$ cat src/rtl/switch_display_pkg.sv
// Seven-segment glyph constants and display-mode type shared by the switch_display block.
// Glyphs are active-low: bit 7 is the decimal point, bits 6..0 are segments g..a.
package seven_seg_pkg;

  typedef enum logic {
    DISP_LEVEL = 1'b0,
    DISP_COUNT = 1'b1
  } disp_mode_e;

  localparam logic [7:0] SEG_BLANK  = 8'hFF;
  localparam int         SEG_DP_BIT = 7;

  localparam logic [7:0] SEG_0 = 8'hC0;
  localparam logic [7:0] SEG_1 = 8'hF9;
  localparam logic [7:0] SEG_2 = 8'hA4;
  localparam logic [7:0] SEG_3 = 8'hB0;
  localparam logic [7:0] SEG_4 = 8'h99;
  localparam logic [7:0] SEG_5 = 8'h92;
  localparam logic [7:0] SEG_6 = 8'h82;
  localparam logic [7:0] SEG_7 = 8'hF8;
  localparam logic [7:0] SEG_8 = 8'h80;
  localparam logic [7:0] SEG_9 = 8'h90;
  localparam logic [7:0] SEG_A = 8'h88;
  localparam logic [7:0] SEG_B = 8'h83;
  localparam logic [7:0] SEG_C = 8'hC6;
  localparam logic [7:0] SEG_D = 8'hA1;
  localparam logic [7:0] SEG_E = 8'h86;
  localparam logic [7:0] SEG_F = 8'h8E;

  function automatic logic [7:0] hex_to_seg(input logic [3:0] i_val);
    logic [7:0] w_seg;
    w_seg = SEG_BLANK;
    case (i_val)
      4'h0: w_seg = SEG_0;
      4'h1: w_seg = SEG_1;
      4'h2: w_seg = SEG_2;
      4'h3: w_seg = SEG_3;
      4'h4: w_seg = SEG_4;
      4'h5: w_seg = SEG_5;
      4'h6: w_seg = SEG_6;
      4'h7: w_seg = SEG_7;
      4'h8: w_seg = SEG_8;
      4'h9: w_seg = SEG_9;
      4'hA: w_seg = SEG_A;
      4'hB: w_seg = SEG_B;
      4'hC: w_seg = SEG_C;
      4'hD: w_seg = SEG_D;
      4'hE: w_seg = SEG_E;
      4'hF: w_seg = SEG_F;
      default: w_seg = SEG_BLANK;
    endcase
    return w_seg;
  endfunction

endpackage

$ cat src/rtl/switch_display_if.sv
// Board-side bundle of switch_display: switch/control inputs and LED/HEX outputs.
// The master drives switches and controls; the slave (the display block) drives the LEDs and digits.
interface switch_display_if #(
  parameter int CHANNELS = 6
);
  logic [CHANNELS-1:0]   SW;
  logic                  MODE;
  logic                  CLR_COUNT;
  logic [CHANNELS-1:0]   LEDR;
  logic [8*CHANNELS-1:0] HEX;

  modport master (
    output SW,
    output MODE,
    output CLR_COUNT,
    input  LEDR,
    input  HEX
  );

  modport slave (
    input  SW,
    input  MODE,
    input  CLR_COUNT,
    output LEDR,
    output HEX
  );
endinterface

$ cat src/rtl/switch_display_debouncer.sv
// One switch channel: two-flop synchroniser, debounce counter and accepted level,
// with combinational rise/change pulses valid in the cycle whose closing edge updates the level.
module switch_debouncer #(
  parameter int DEBOUNCE_CYCLES = 500000
) (
  input  logic i_clk,
  input  logic i_rst_n,
  input  logic i_sw,
  output logic o_stable,
  output logic o_rise,
  output logic o_change
);

  localparam int CNT_W = $clog2(DEBOUNCE_CYCLES);
  localparam logic [CNT_W-1:0] CNT_LAST = CNT_W'(DEBOUNCE_CYCLES - 1);

  logic             r_sync1;
  logic             r_sync2;
  logic             r_stable;
  logic [CNT_W-1:0] r_cnt;
  logic             w_diff;
  logic             w_accept;

  assign w_diff   = r_sync2 ^ r_stable;
  // The counter only ever reaches CNT_LAST; the increment that would hit DEBOUNCE_CYCLES is the accept.
  assign w_accept = w_diff && (r_cnt == CNT_LAST);

  always_ff @(posedge i_clk or negedge i_rst_n) begin
    if (!i_rst_n) begin
      r_sync1  <= 1'b0;
      r_sync2  <= 1'b0;
      r_stable <= 1'b0;
      r_cnt    <= '0;
    end else begin
      r_sync1 <= i_sw;
      r_sync2 <= r_sync1;
      if (w_accept) begin
        r_stable <= r_sync2;
        r_cnt    <= '0;
      end else if (w_diff) begin
        r_cnt <= r_cnt + CNT_W'(1);
      end else begin
        r_cnt <= '0;
      end
    end
  end

  assign o_stable = r_stable;
  assign o_rise   = w_accept & r_sync2;
  assign o_change = w_accept;

endmodule

$ cat src/rtl/switch_display.sv
// Switch-to-display top: per channel debounce, LED of the stable level, and a 7-segment digit showing
// either the level or a 4-bit rising-edge count. Optional DP flash on change: SWITCH_DISPLAY_DP_FLASH_EN.
module switch_display
  import seven_seg_pkg::*;
#(
  parameter int CHANNELS        = 6,
  parameter int DEBOUNCE_CYCLES = 500000,
  parameter int FLASH_CYCLES    = 12500000
) (
  input  logic            CLOCK_50,
  input  logic            RESET_N,
  switch_display_if.slave bus
);

  if (CHANNELS < 1 || CHANNELS > 6) begin : g_bad_channels
    $error("switch_display: CHANNELS must be 1..6");
  end
  if (DEBOUNCE_CYCLES < 2) begin : g_bad_debounce
    $error("switch_display: DEBOUNCE_CYCLES must be at least 2");
  end
  if (FLASH_CYCLES < 1) begin : g_bad_flash
    $error("switch_display: FLASH_CYCLES must be at least 1");
  end

  logic [CHANNELS-1:0] w_stable;
  logic [CHANNELS-1:0] w_rise;
  logic [CHANNELS-1:0] w_change;
  logic [CHANNELS-1:0] r_led;

  always_ff @(posedge CLOCK_50 or negedge RESET_N) begin
    if (!RESET_N) begin
      r_led <= '0;
    end else begin
      r_led <= w_stable;
    end
  end

  assign bus.LEDR = r_led;

  genvar gi;
  generate
    for (gi = 0; gi < CHANNELS; gi++) begin : g_ch
      logic [3:0] r_count;
      logic       w_dp;
      logic [7:0] w_glyph;
      logic [7:0] w_hex_next;
      logic [7:0] r_hex;

      switch_debouncer #(
        .DEBOUNCE_CYCLES(DEBOUNCE_CYCLES)
      ) u_debouncer (
        .i_clk   (CLOCK_50),
        .i_rst_n (RESET_N),
        .i_sw    (bus.SW[gi]),
        .o_stable(w_stable[gi]),
        .o_rise  (w_rise[gi]),
        .o_change(w_change[gi])
      );

      // Clear has priority over a coincident rising edge.
      always_ff @(posedge CLOCK_50 or negedge RESET_N) begin
        if (!RESET_N) begin
          r_count <= 4'd0;
        end else if (bus.CLR_COUNT) begin
          r_count <= 4'd0;
        end else if (w_rise[gi]) begin
          r_count <= r_count + 4'd1;
        end
      end

`ifdef SWITCH_DISPLAY_DP_FLASH_EN
      localparam int TMR_W = $clog2(FLASH_CYCLES + 1);
      logic [TMR_W-1:0] r_tmr;

      always_ff @(posedge CLOCK_50 or negedge RESET_N) begin
        if (!RESET_N) begin
          r_tmr <= '0;
        end else if (w_change[gi]) begin
          r_tmr <= TMR_W'(FLASH_CYCLES);
        end else if (r_tmr != '0) begin
          r_tmr <= r_tmr - TMR_W'(1);
        end
      end

      assign w_dp = (r_tmr == '0);
`else
      assign w_dp = 1'b1;
`endif

      always_comb begin
        if (disp_mode_e'(bus.MODE) == DISP_COUNT) begin
          w_glyph = hex_to_seg(r_count);
        end else begin
          w_glyph = w_stable[gi] ? SEG_1 : SEG_0;
        end
        w_hex_next             = w_glyph;
        w_hex_next[SEG_DP_BIT] = w_dp;
      end

      always_ff @(posedge CLOCK_50 or negedge RESET_N) begin
        if (!RESET_N) begin
          r_hex <= SEG_0;
        end else begin
          r_hex <= w_hex_next;
        end
      end

      assign bus.HEX[8*gi +: 8] = r_hex;
    end
  endgenerate

endmodule

$ cat src/flat_wrapper.sv
// flat-port wrapper written by rule: the top's interface ports become plain ports
module switch_display_flat import seven_seg_pkg::*;
#(
  parameter int CHANNELS        = 6,
  parameter int DEBOUNCE_CYCLES = 500000,
  parameter int FLASH_CYCLES    = 12500000
)
  (CLOCK_50, RESET_N, bus_SW, bus_MODE, bus_CLR_COUNT, bus_LEDR, bus_HEX);
  switch_display_if #(.CHANNELS(CHANNELS)) bus_i ();
  input  logic CLOCK_50;
  input  logic RESET_N;
  input wire logic [$bits(bus_i.SW)-1:0] bus_SW;
  input wire logic [$bits(bus_i.MODE)-1:0] bus_MODE;
  input wire logic [$bits(bus_i.CLR_COUNT)-1:0] bus_CLR_COUNT;
  output wire logic [$bits(bus_i.LEDR)-1:0] bus_LEDR;
  output wire logic [$bits(bus_i.HEX)-1:0] bus_HEX;
  assign bus_i.SW = bus_SW;
  assign bus_i.MODE = bus_MODE;
  assign bus_i.CLR_COUNT = bus_CLR_COUNT;
  assign bus_LEDR = bus_i.LEDR;
  assign bus_HEX = bus_i.HEX;
  switch_display #(.CHANNELS(CHANNELS), .DEBOUNCE_CYCLES(DEBOUNCE_CYCLES), .FLASH_CYCLES(FLASH_CYCLES)) u_core (.CLOCK_50(CLOCK_50), .RESET_N(RESET_N), .bus(bus_i));
endmodule
$ cat config.mk
export PLATFORM = sky130hd
export DESIGN_NAME = switch_display_flat
export DESIGN_NICKNAME = d
export VERILOG_FILES = /design/src/rtl/switch_display_pkg.sv /design/src/rtl/switch_display_if.sv /design/src/rtl/switch_display_debouncer.sv /design/src/rtl/switch_display.sv /design/src/flat_wrapper.sv
export SDC_FILE = /design/constraint.sdc
export NUM_CORES = 1
export LEC_CHECK = 0
export ABC_AREA = 1
export CORE_AREA = 4 4 220 222
export CTS_CLUSTER_SIZE = 30
export DETAILED_ROUTE_END_ITERATION = 12
export DIE_AREA = 0 0 224 226
export PLACE_DENSITY = 0.45
export SETUP_SLACK_MARGIN = 0.1
export SYNTH_ARGS = -nofsm -noshare
export SYNTH_HDL_FRONTEND = slang
export SYNTH_SLANG_ARGS = --single-unit
$ cat constraint.sdc
create_clock -name CLOCK_50 -period 2.06 [get_ports CLOCK_50]
set_clock_uncertainty 0.2 [all_clocks]
set_input_delay 0.309 -clock CLOCK_50 [delete_from_list [all_inputs] [get_ports CLOCK_50]]
set_output_delay 0.309 -clock CLOCK_50 [all_outputs]
set_load 0.01 [all_outputs]
# [Word level (Yosys, flattened, before mapping)]
# Memories as Yosys holds them, arrays and structs flattened.
# Cells that the tools add are included.
[totals] mem_bits_rw=0 input_bits=10 latchBits=0 n_memories=6 regBits=204 rom_bits=672 elab_cells=121
[classes] n_reduce_logical=12 n_addsub=12 n_mux=36 n_mul=0 magnitude_cmp=0 n_eq_ne=6 n_shift=0 bitwise_logic=12 div=0
[memory_table] name="(no name shown)" words=16 word_bits=7 read_ports=1 rd_clocked_by_memory_dff=0 write_ports=0 line_no="switch_display_pkg.sv:33" rtl="case (i_val)"
[memory_table] name="(no name shown)" words=16 word_bits=7 read_ports=1 rd_clocked_by_memory_dff=0 write_ports=0 line_no="switch_display_pkg.sv:33"
[memory_table] name="(no name shown)" words=16 word_bits=7 read_ports=1 rd_clocked_by_memory_dff=0 write_ports=0 line_no="switch_display_pkg.sv:33"
[memory_table] name="(no name shown)" words=16 word_bits=7 read_ports=1 rd_clocked_by_memory_dff=0 write_ports=0 line_no="switch_display_pkg.sv:33"
[memory_table] name="(no name shown)" words=16 word_bits=7 read_ports=1 rd_clocked_by_memory_dff=0 write_ports=0 line_no="switch_display_pkg.sv:33"
[memory_table] name="(no name shown)" words=16 word_bits=7 read_ports=1 rd_clocked_by_memory_dff=0 write_ports=0 line_no="switch_display_pkg.sv:33"
[op_table] operator="$mux W19" n=12
[op_table] operator="$add A19 B1 Y19 const B" n=6
[op_table] operator="$eq A19 B19 Y1 const B" n=6
[op_table] operator="$mux W4" n=12
[op_table] operator="$mux W7" n=6
[op_table] operator="$mux W6" n=6
[op_table] operator="$add A4 B1 Y4 const B" n=6
[op_table] operator="$reduce_bool A2 Y1" n=6
[op_table] operator="$and A1 B1 Y1" n=6
[op_table] operator="$logic_and A1 B1 Y1" n=6
[op_table] operator="$xor A1 B1 Y1" n=6

# [Depth between registers and ports, before layout]
# Gate-level depths: netlist of run 1.
[depth] ltp_word=5 depth_mapped=9 ltp_nobuf=9

# [Modules after synthesis]
# From an unflattened synthesis of run 1, not the netlist that was laid out.
[unflattened] hier_cells=1540 hier_area_um2=11768.8
[modules_own_cells] mod="switch_debouncer" n_inst=6 area_per_inst_um2=1266.2 cells_each=170
[modules_own_cells] mod="switch_display" n_inst=1 area_per_inst_um2=4171.5 cells_each=520

# [Least setup slack after synthesis of run 1]
# OpenSTA, ideal clock, no wires.
[synth_path] path_kind="flip-flop to flip-flop" from="reg u_core.g_ch[4].u_debouncer.r_cnt[0]" to="reg u_core.g_ch[4].u_debouncer.r_cnt[12]" setup_time_ps=121 period_less_slack_ps=1557 arrival_time_ps=1237 required_ps=1739 n_path_buf=0 path_stages_with_launch=8 path_slack_ps=503 path_cell_list="dfrtp_1 > ha_1 > nand3_2 > nor2_2 > nand2_1 > nor2_1 > xor2_1 > nor2_1"
[synth_via] elab_chain_len=3 elab_cells_between_ends=5
[synth_lines] element="start: declaration" line_no="switch_display_debouncer.sv:20" rtl="logic [CNT_W-1:0] r_cnt;"
[synth_lines] element="start signal: assignment" line_no="switch_display_debouncer.sv:41" rtl="r_cnt <= r_cnt + CNT_W'(1);"
[synth_lines] element="$add A19 B1 Y19 / $eq A19 B19 Y1 (equally long branches)" line_no="switch_display_debouncer.sv:41, switch_display_debouncer.sv:26"
[synth_lines] element="$mux W19 / $logic_and A1 B1 Y1 (equally long branches)" line_no="switch_display_debouncer.sv:40, switch_display_debouncer.sv:26"
[synth_lines] element="$mux W19 (*)" line_no="switch_display_debouncer.sv:37" rtl="if (w_accept) begin"
# Mark *: on every way between the ends. The rest lies on a longest branch, timed or not.
# A chain may end at the register's enable or synchronous reset.

# [Worst setup path after layout of run 1]
[layout_path] from="reg u_core.g_ch[5].r_hex[2]" to="out bus_HEX[42]"
[layout_rtl] element="start: declaration" line_no="switch_display.sv:47" rtl="logic [7:0] r_hex;"
[layout_rtl] element="start signal: assignment" line_no="switch_display.sv:104" rtl="r_hex <= w_hex_next;"
[layout_rtl] element="end: declaration" line_no="flat_wrapper.sv:16" rtl="output wire logic [$bits(bus_i.HEX)-1:0] bus_HEX;"
# No word-level cell between the ends.

==> flow_metrics.env, run 1 <==
export IMPL_worstPathArrival_ns=1.40
export IMPL_critical_path_class="register to output pin"
export IMPL_total_power_mw=9.37
export IMPL_max_freq_ghz=0.525
export IMPL_wl_per_cell_um=12.9
export IMPL_startpoint_type="register"
export IMPL_vias_per_cell=4.40
export IMPL_slew_violations=0
export IMPL_cp_num_cells=1
export IMPL_cts_root_buf="clkbuf_16"
export IMPL_grt_pass1_wl_mm=47.9
export IMPL_min_period_ns=1.91
export IMPL_grt_max_degree=49
export IMPL_synth_xor_area_share_pct=3.95
export IMPL_critPathLaunch="u_core.g_ch[5].r_hex[2]"
export IMPL_tns_ns=0
export IMPL_fin_util_pct=29.6
export IMPL_gp_congestion=0.816
export IMPL_status="finished clean"
export IMPL_rows=79
export IMPL_layout_commonest_cell="nand2_1"
export IMPL_grt_ovfl_total=0
export IMPL_p_comb_share_pct=5.7
export IMPL_dr_pass1_iters=5
export IMPL_io_pins=64
export IMPL_nets=1619
export IMPL_totalWireLength_mm=28.2
export IMPL_synth_top_family_by_area="simple AND/OR/NAND/NOR gates"
export IMPL_grt_antenna_before_repair=1
export IMPL_fp_dieW_um=224
export IMPL_p_int_mw=7.13
export IMPL_synthMuxAreaShare_pct=0
export IMPL_dpl_hpwl_mm=20.4
export IMPL_synth_distinct_cells=38
export IMPL_die_y_um=226
export IMPL_synth_seq_cells=204
export IMPL_drc=0
export IMPL_synth_fa_ha_area_share_pct=4.56
export IMPL_p_leak_nw=6.14
export IMPL_cp_end_kind="output pin"
export IMPL_grt_pass1_vias=9437
export IMPL_synth_cells=1494
export IMPL_critPathRequiredTime_ns=1.55
export IMPL_max_slew_margin_pct=54.8
export IMPL_irDropWorstVdd_mv=0.550
export IMPL_ant_nets=0
export IMPL_syn_area_um2=11500
export IMPL_port_buffers=57
export IMPL_reg2reg_depth=8
export IMPL_layout_common_cells="nand2_1 (289), nor2_1 (285), dfrtp_1 (196), inv_1 (157), nand3_1 (138)"
export IMPL_initial_core_util_pct=24.9
export IMPL_hold_class="input port to register"
export IMPL_worstReg2RegStart="u_core.g_ch[1].u_debouncer.o_stable"
export IMPL_htree_levels=1
export IMPL_finalHoldViolations=0
export IMPL_cp_num_buf_inv=1
export IMPL_dieArea_um2=50600
export IMPL_p_per_area_nw_per_um2=682
export IMPL_setup_viol=0
export IMPL_cts_tree="built"
export IMPL_area_delta_synth_final_pct=19.2
export IMPL_drive_gt1_share_pct=8.88
export IMPL_path_cells="clkdlybuf4s50_1"
export IMPL_drtIter0Drc=589
export IMPL_slowest_delay_ns=0.53
export IMPL_n_fill_cell=4947
export IMPL_min_from="bus_SW[2]"
export IMPL_crit_family="buffers and inverters"
export IMPL_core_um2=46400
export IMPL_clock_sinks=204
export IMPL_power_switching_mw=2.24
export IMPL_power_frac_seq_pct=44.5
export IMPL_grt_setup_unrepaired="false"
export IMPL_vias=9664
export IMPL_clk_latency_ns=0.55
export IMPL_grt_use_total_pct=11.2
export IMPL_synth_simple_gate_area_share_pct=34.0
export IMPL_seq_area_frac_synth_pct=44.4
export IMPL_min_path_cells=1
export IMPL_path_clk_slew_ns=0.06
export IMPL_yosysWarnings=0
export IMPL_fin_hold_ws_ns=0.0250
export IMPL_worst_pin_slew_ns=0.677
export IMPL_placed_cell_area_um2=12800
export IMPL_fin_area_um2=13700
export IMPL_fin_crit_sh_pct=92.5
export IMPL_cts_buffers_inserted=26
export IMPL_avgSynthCellArea_um2=7.71
export IMPL_crit_slowest_cell="clkdlybuf4s50_1"
export IMPL_worstPathMaxFanout=1
export IMPL_p_sw_share_pct=23.9
export IMPL_cts_path_max_buffers=3
export IMPL_maxCapViolCount=0
export IMPL_synth_compound_area_share_pct=6.16
export IMPL_power_share_clock_pct=49.7
[what timing repair did]
| action | 4_1_cts | 5_1_grt |
|---|---|---|
| buffers inserted | 0 | 0 |
| cloned | 0 | 0 |
| gates resized for setup | 32 | 4 |
| hold endpoints to repair | 202 | 0 |
| endpoints found under the setup margin | 32 | 4 |
| hold buffers | 4 | 0 |
[final timing paths]
kind,endpoint,slack (ns)
max,bus_HEX[42],0.15
min,u_core.g_ch[2].u_debouncer.r_sync1,0.03
max reg2reg,u_core.g_ch[1].r_count[0],0.27
min reg2reg,u_core.g_ch[0].u_debouncer.r_sync2,0.15
max in group asynchronous,u_core.g_ch[0].r_hex[6],0.94
min in group asynchronous,u_core.g_ch[5].u_debouncer.o_stable,0.07
[power groups by stage]
| stage | clock (mW) | sequential (mW) | combinational [mW] |
|---|---|---|---|
| after detailed placement | 0 | 4.25 | 0.552 |
| after global placement | 0 | 4.25 | 0.552 |
| final | 4.66 | 4.17 | 0.536 |
| after floorplan | 0 | 4.23 | 0.299 |
| after CTS | 4.87 | 4.17 | 0.554 |
| after global routing | 5.01 | 4.19 | 0.622 |
[area by class of cell]
type	instances	area (um^2)	share of cell area, %
multi-input cells	1096	5630	41.0
flip-flops and latches	204	5110	37.2
well taps	607	759	5.53
repair buffers	77	738	5.37
clock buffers	34	721	5.25
inverters	162	608	4.43
clock inverters	14	163	1.18
diodes	2	5.00	0.0364
[cells in the mapped netlist (all sizes together)]
cell | n | share of area, %
a211oi | 3 | 0.20
or2 | 4 | 0.22
nand3 | 153 | 7.5
and2 | 5 | 0.27
nor2 | 313 | 11
buf | 28 | 1.4
a21oi | 58 | 2.5
dfrtp | 198 | 43
dfstp | 6 | 1.4
inv | 161 | 5.2
ha | 42 | 4.6
a31oi | 3 | 0.16
xor2 | 36 | 2.7
nor4 | 1 | 0.054
nand4 | 44 | 2.4
o211ai | 6 | 0.39
o21ai | 59 | 2.6
nor3b | 1 | 0.065
clkbuf | 9 | 0.29
xnor2 | 16 | 1.2
clkinv | 1 | 0.033
nand2 | 304 | 10
o22ai | 6 | 0.33
nor3 | 33 | 1.7
conb | 1 | 0.033
nand3b | 3 | 0.20
[registers in the layout, summed over array words and instances, names as in the netlist]
| name | cells |
|---|---|
| u_core.g_ch.r_count | 24 |
| u_core.g_ch.u_debouncer.r_sync1 | 6 |
| u_core.g_ch.u_debouncer.r_sync2 | 6 |
| u_core.g_ch.u_debouncer.r_cnt | 114 |
| u_core.g_ch.u_debouncer.o_stable | 6 |
| u_core.bus.LEDR | 6 |
| u_core.g_ch.r_hex | 42 |
[cell families (layout without fill, tap and decap cells)]
family	count (synthesis)	after routing
and+or+nand+nor	861	861
DFF	204	204
buffers and inverters	199	287
AOI/OAI and AO/OA	135	135
xor gates and xnor gates	52	52
adders and majority gates	42	42
other	1	8
[per-stage QoR]
step,setup slack (ns),std cells
after floorplan,0.503,1499
after global placement,0.164,2142
after detailed placement,0.106,2142
after CTS,0.103,2194
after global routing,0.104,2194
final,0.154,2196
[metal layers]
metal	part of all wire, %	GRT usage, %	routed length, um
met1	49	15.4	13800
met2	45	18.1	12700
met3	4.3	1.85	1220
met4	2.0	3.26	556
met5	0	0	0
Note: power is estimated with default switching activity, not from simulation.
==> run 2, diff against run 1 <==
--- a/config.mk
+++ b/config.mk
@@ -6,12 +6,13 @@
 export NUM_CORES = 1
 export LEC_CHECK = 0
 export ABC_AREA = 1
-export CORE_AREA = 4 4 220 222
+export CORE_AREA = 4 4 222 224
 export CTS_CLUSTER_SIZE = 30
 export DETAILED_ROUTE_END_ITERATION = 12
-export DIE_AREA = 0 0 224 226
+export DIE_AREA = 0 0 226 228
 export PLACE_DENSITY = 0.45
 export SETUP_SLACK_MARGIN = 0.1
 export SYNTH_ARGS = -nofsm -noshare
 export SYNTH_HDL_FRONTEND = slang
+export SYNTH_HIERARCHICAL = 1
 export SYNTH_SLANG_ARGS = --single-unit
==> run 2 against run 1 <==
Non-clock buffer count increased by 39. Critical path type unchanged. Clock-buffer cell count increased by 4. Clock power decreased by 4.7%. Critical endpoint is now bus_HEX[13].
==> flow_metrics.env, run 2 <==
export IMPL_status="finished clean"
export IMPL_totalWireLength_mm=29.1
export IMPL_yosysWarnings=6
export IMPL_cp_num_buf_inv=1
export IMPL_grt_pass1_vias=9614
export IMPL_cts_path_max_buffers=3
export IMPL_io_pins=64
export IMPL_htree_levels=1
export IMPL_synth_cells=1534
export IMPL_critical_path_class="register to output pin"
export IMPL_grt_setup_unrepaired="true"
export IMPL_min_period_ns=1.90
export IMPL_fin_hold_ws_ns=0.0263
export IMPL_crit_slowest_cell="clkdlybuf4s50_1"
export IMPL_r2r_end="u_core/g_ch[4].r_count[1]"
export IMPL_gp_congestion=0.842
export IMPL_dieArea_um2=51500
export IMPL_avgSynthCellArea_um2=7.66
export IMPL_startpoint_type="register"
export IMPL_reg2reg_depth=10
export IMPL_vias_per_cell=4.29
export IMPL_nets=1710
export IMPL_pre_cts_slack_ns=0.0145
export IMPL_drive_gt1_share_pct=14.1
export IMPL_fin_crit_sh_pct=92.5
export IMPL_grt_antenna_before_repair=1
export IMPL_clock_sinks=204
export IMPL_syn_area_um2=11700
export IMPL_finalHoldViolations=0
export IMPL_path_clk_slew_ns=0.06
export IMPL_vias=9805
export IMPL_fin_ws_ns=0.155
export IMPL_port_buffers=57
export IMPL_cp_end_kind="output pin"
export IMPL_path_cells="clkdlybuf4s50_1"
export IMPL_r2r_slack_ns=0.19
export IMPL_setup_viol=0
export IMPL_drc=0
export IMPL_diodes=0
export IMPL_reg_top3="u_core/g_ch.u_debouncer/r_cnt: 114 flops, u_core/g_ch.r_hex: 42 flops, u_core/g_ch.r_count: 24 flops"
export IMPL_p_per_area_nw_per_um2=618
export IMPL_grt_pass1_wl_mm=48.9
export IMPL_worstPathArrival_ns=1.40
export IMPL_wl_per_cell_um=12.7
export IMPL_area_delta_synth_final_pct=21.7
export IMPL_fp_dieW_um=226
export IMPL_largest_reg_flops=114
export IMPL_grt_use_total_pct=11.3
export IMPL_rows=80
export IMPL_tns_ns=0
export IMPL_grt_max_degree=52
export IMPL_regMostFlops="u_core/g_ch.u_debouncer/r_cnt"
export IMPL_drtIter0Drc=506
export IMPL_dr_pass1_iters=5
export IMPL_clk_latency_ns=0.54
export IMPL_core_um2=47300
export IMPL_irDropWorstVdd_mv=0.498
export IMPL_max_freq_ghz=0.525
export IMPL_cts_tree="built"
export IMPL_crit_family="buffers and inverters"
export IMPL_final_cell_count_no_fill=2287
export IMPL_layout_common_cells="nand2_1 (387), nor2_1 (232), dfrtp_1 (198), inv_1 (144), nand3_1 (143)"
export IMPL_hold_class="input port to asynchronous set/reset pin"
export IMPL_worstPathMaxFanout=1
export IMPL_fin_util_pct=30.2
export IMPL_layout_commonest_cell="nand2_1"
export IMPL_initial_core_util_pct=24.8
export IMPL_grt_ovfl_total=0
export IMPL_slowest_delay_ns=0.53
export IMPL_slew_violations=0
export IMPL_ant_nets=0
export IMPL_dpl_hpwl_mm=21.5
export IMPL_die_y_um=228
export IMPL_maxCapViolCount=0
export IMPL_p_leak_nw=6.90
export IMPL_placed_cells=2223
export IMPL_worstReg2RegStart="u_core/g_ch[4].u_debouncer/r_cnt[0]"
export IMPL_cts_buffers_inserted=26
export IMPL_critPathRequiredTime_ns=1.55
export IMPL_cts_root_buf="clkbuf_16"
-- run 2: per-stage QoR --
step	power (mW)	instance area [um^2]
floorplan	4.29	11800
global placement	4.46	13300
detailed placement	4.46	13300
CTS	9.06	14100
global route	9.25	14300
finish	8.84	14300
-- run 2: layout make-up --
class / count / area (um^2)
clock inverters: 10 / 80.1
multi-input cells: 1128 / 5820
clock buffers: 38 / 767
well taps: 615 / 769
repair buffers: 116 / 1090
inverters: 176 / 661
flip-flops and latches: 204 / 5110
fillers: 5061 / 33000
-- run 2: how the worst max path moves through the flow --
stage | startpoint | end | cells past startpoint
floorplan | u_core/g_ch[4].u_debouncer/r_cnt[0] | u_core/g_ch[4].r_count[3] | 10
global placement | bus_CLR_COUNT | u_core/g_ch[0].r_count[3] | 4
detailed placement | u_core/g_ch[0].u_debouncer/r_cnt[0] | u_core/g_ch[0].r_count[3] | 11
CTS | u_core/g_ch[5].u_debouncer/r_cnt[0] | u_core/g_ch[5].r_count[0] | 9
global route | u_core/g_ch[2].u_debouncer/r_cnt[0] | u_core/g_ch[2].r_count[3] | 11
finish | u_core/g_ch[1].r_hex[5] | bus_HEX[13] | 1
-- run 2: report_power, final --
part / internal [mW] / switching (mW)
sequential: 4.05 / 0.0297
combinational: 0.0954 / 0.221
clock: 2.69 / 1.75
total: 6.84 / 2.00
-- run 2: timing repair --
item | in CTS | in global routing
setup buffers | 0 | 10
endpoints found under the setup margin | 28 | 33
hold buffers | 6 | 0
endpoints found under the hold margin | 211 | 0
resized for setup | 23 | 25
pin swaps | 0 | 5
-- run 2: metal layers --
metal / up-vias / global-route usage, % / share of wire, %
met3: 48 / 1.99 / 4.1
li1: 5038 / - / -
met2: 139 / 18.5 / 46
met5: - / 0 / 0
met1: 4580 / 15.2 / 47
met4: 0 / 3.37 / 2.5
==> run 3, diff against run 2 <==
--- a/config.mk
+++ b/config.mk
@@ -10,7 +10,7 @@
 export CTS_CLUSTER_SIZE = 30
 export DETAILED_ROUTE_END_ITERATION = 12
 export DIE_AREA = 0 0 226 228
-export PLACE_DENSITY = 0.45
+export PLACE_DENSITY = 0.47
 export SETUP_SLACK_MARGIN = 0.1
 export SYNTH_ARGS = -nofsm -noshare
 export SYNTH_HDL_FRONTEND = slang
==> run 3 against run 2 <==
Clock-buffer cell count up 1. Maximum frequency down 0.29%. Setup slack worse by 0.0056 ns. Critical endpoint is now bus_HEX[18]. Largest cell class unchanged. Highest routed layer unchanged.
==> flow_metrics.env, run 3 (synthesis results as in run 2) <==
export IMPL_finalHoldViolations=0
export IMPL_die_y_um=228
export IMPL_io_pins=64
export IMPL_critical_path_class="register to output pin"
export IMPL_initial_core_util_pct=24.8
export IMPL_cp_num_buf_inv=1
export IMPL_cts_path_max_buffers=3
export IMPL_fin_crit_sh_pct=92.7
export IMPL_hold_class="input port to register"
export IMPL_fin_ws_ns=0.150
export IMPL_rows=80
export IMPL_reg2reg_depth=12
export IMPL_placed_cell_area_um2=13100
export IMPL_port_buffers=57
export IMPL_worstPathMaxFanout=1
export IMPL_r2r_slack_ns=0.20
export IMPL_area_delta_synth_final_pct=21.6
export IMPL_cp_end_kind="output pin"
export IMPL_critPathRequiredTime_ns=1.55
export IMPL_fin_area_um2=14300
export IMPL_fin_hold_ws_ns=0.0289
export IMPL_slowest_delay_ns=0.54
export IMPL_status="finished clean"
export IMPL_total_power_mw=9.41
export IMPL_worstReg2RegStart="u_core/g_ch[0].u_debouncer/r_cnt[0]"
export IMPL_nets=1696
export IMPL_tns_ns=0
export IMPL_regMostFlops="u_core/g_ch.u_debouncer/r_cnt"
export IMPL_cts_tree="built"
export IMPL_max_freq_ghz=0.524
export IMPL_worst_pin_slew_ns=0.775
export IMPL_layout_common_cells="nand2_1 (387), nor2_1 (232), dfrtp_1 (197), inv_1 (144), nand3_1 (143)"
export IMPL_dr_pass1_iters=6
export IMPL_grt_antenna_before_repair=1
export IMPL_critPathLaunch="u_core/g_ch[2].r_hex[2]"
export IMPL_wl_per_cell_um=12.5
export IMPL_vias=9782
export IMPL_crit_family="buffers and inverters"
export IMPL_path_cells="clkdlybuf4s50_1"
export IMPL_vias_per_cell=4.30
export IMPL_startpoint_type="register"
export IMPL_setup_viol=0
export IMPL_min_period_ns=1.91
export IMPL_fp_dieW_um=226
export IMPL_grt_ovfl_total=0
export IMPL_final_cell_count_no_fill=2274
export IMPL_totalWireLength_mm=28.4
export IMPL_largest_reg_flops=114
export IMPL_drtIter0Drc=623
export IMPL_dieArea_um2=51500
export IMPL_maxCapViolCount=0
export IMPL_p_per_area_nw_per_um2=659
export IMPL_grt_setup_unrepaired="true"
export IMPL_slew_violations=0
export IMPL_layout_commonest_cell="nand2_1"
export IMPL_dpl_hpwl_mm=20.5
export IMPL_min_from="bus_SW[3]"
export IMPL_cts_root_buf="clkbuf_16"
export IMPL_fin_util_pct=30.2
export IMPL_endpoint="bus_HEX[18]"
export IMPL_reg_top3="u_core/g_ch.u_debouncer/r_cnt: 114 flops, u_core/g_ch.r_hex: 42 flops, u_core/g_ch.r_count: 24 flops"
export IMPL_max_slew_margin_pct=48.2
export IMPL_htree_levels=1
export IMPL_ant_nets=0
export IMPL_grt_max_degree=59
export IMPL_core_um2=47300
export IMPL_cp_num_cells=1
export IMPL_gp_congestion=0.840
export IMPL_grt_use_total_pct=11.2
export IMPL_grt_pass1_vias=9731
export IMPL_clock_sinks=204
export IMPL_crit_slowest_cell="clkdlybuf4s50_1"
export IMPL_pre_cts_slack_ns=0.103
export IMPL_worstPathArrival_ns=1.40
export IMPL_placed_cells=2207
export IMPL_drc=0
export IMPL_p_leak_nw=6.83
export IMPL_r2r_end="u_core/g_ch[0].r_count[3]"
export IMPL_drive_gt1_share_pct=13.4
export IMPL_path_clk_slew_ns=0.05
export IMPL_grt_pass1_wl_mm=48.9
export IMPL_irDropWorstVdd_mv=0.535
export IMPL_clk_latency_ns=0.54
export IMPL_cts_buffers_inserted=26
==> run 3: cell count changes in the layout (fill, tap and decap cells not counted), moves of 2 or more <==
cell            change
clkinv_2            -3
clkinvlp_4          -2
dlymetal6s2s_1      -3
buf_4              -14
bufinv_16           +4
dlygate4sd2_1       +5
==> run 3: worst min-delay path by stage <==
| stage | end | slack (ns) | cells past startpoint |
|---|---|---|---|
| floorplan | u_core/bus.LEDR[0] | -0.19 | 0 |
| global placement | u_core/g_ch[4].u_debouncer/r_cnt[6] | -0.008 | 1 |
| detailed placement | u_core/g_ch[4].u_debouncer/r_cnt[6] | -0.01 | 1 |
| CTS | u_core/g_ch[3].u_debouncer/r_sync1 | 0.009 | 1 |
| global route | u_core/g_ch[3].u_debouncer/r_sync1 | 0.01 | 1 |
| finish | u_core/g_ch[3].u_debouncer/r_sync1 | 0.03 | 1 |
==> run 3: routing by layer <==
metal,vias to the layer above,track usage (%),wire length [um]
met5,-,0,0
met4,0,3.41,722
met3,50,1.41,1050
met2,145,18.4,13100
met1,4570,15.4,13600
li1,5017,-,-
==> run 3: what timing repair did <==
| item | in CTS | in global routing |
|---|---|---|
| endpoints found under the setup margin | 27 | 30 |
| resized for setup | 28 | 22 |
| setup buffers | 0 | 11 |
| endpoints found under the hold margin | 202 | 0 |
| hold buffers | 7 | 0 |
| pin swaps | 0 | 8 |
==> run 3: layout make-up <==
cell class              instances  area (um^2)
clock buffers                  39          781
inverters                     176          661
flip-flops and latches        204         5110
repair buffers                102          963
diodes                          1         2.50
well taps                     615          769
fillers                      5023        33100
clock inverters                 9          170
multi-input cells            1128         5820
==> run 3: where the power goes <==
group	switching, mW	total (mW)	internal (mW)
Clock	1.79	5.01	3.23
Combinational	0.221	0.322	0.100
Sequential	0.0295	4.08	4.05
Total	2.04	9.41	7.38
==> run 3: worst register-to-register path: cells and delay by family, from the launching register on <==
kind | cells | cell delay (ns)
buffers and inverters | 2 | 0.22
adder cells (fa/ha/maj) | 1 | 0.19
flip-flops | 1 | 0.37
AO/OA/AOI/OAI | 1 | 0.07
AND/OR/NAND/NOR | 8 | 0.76
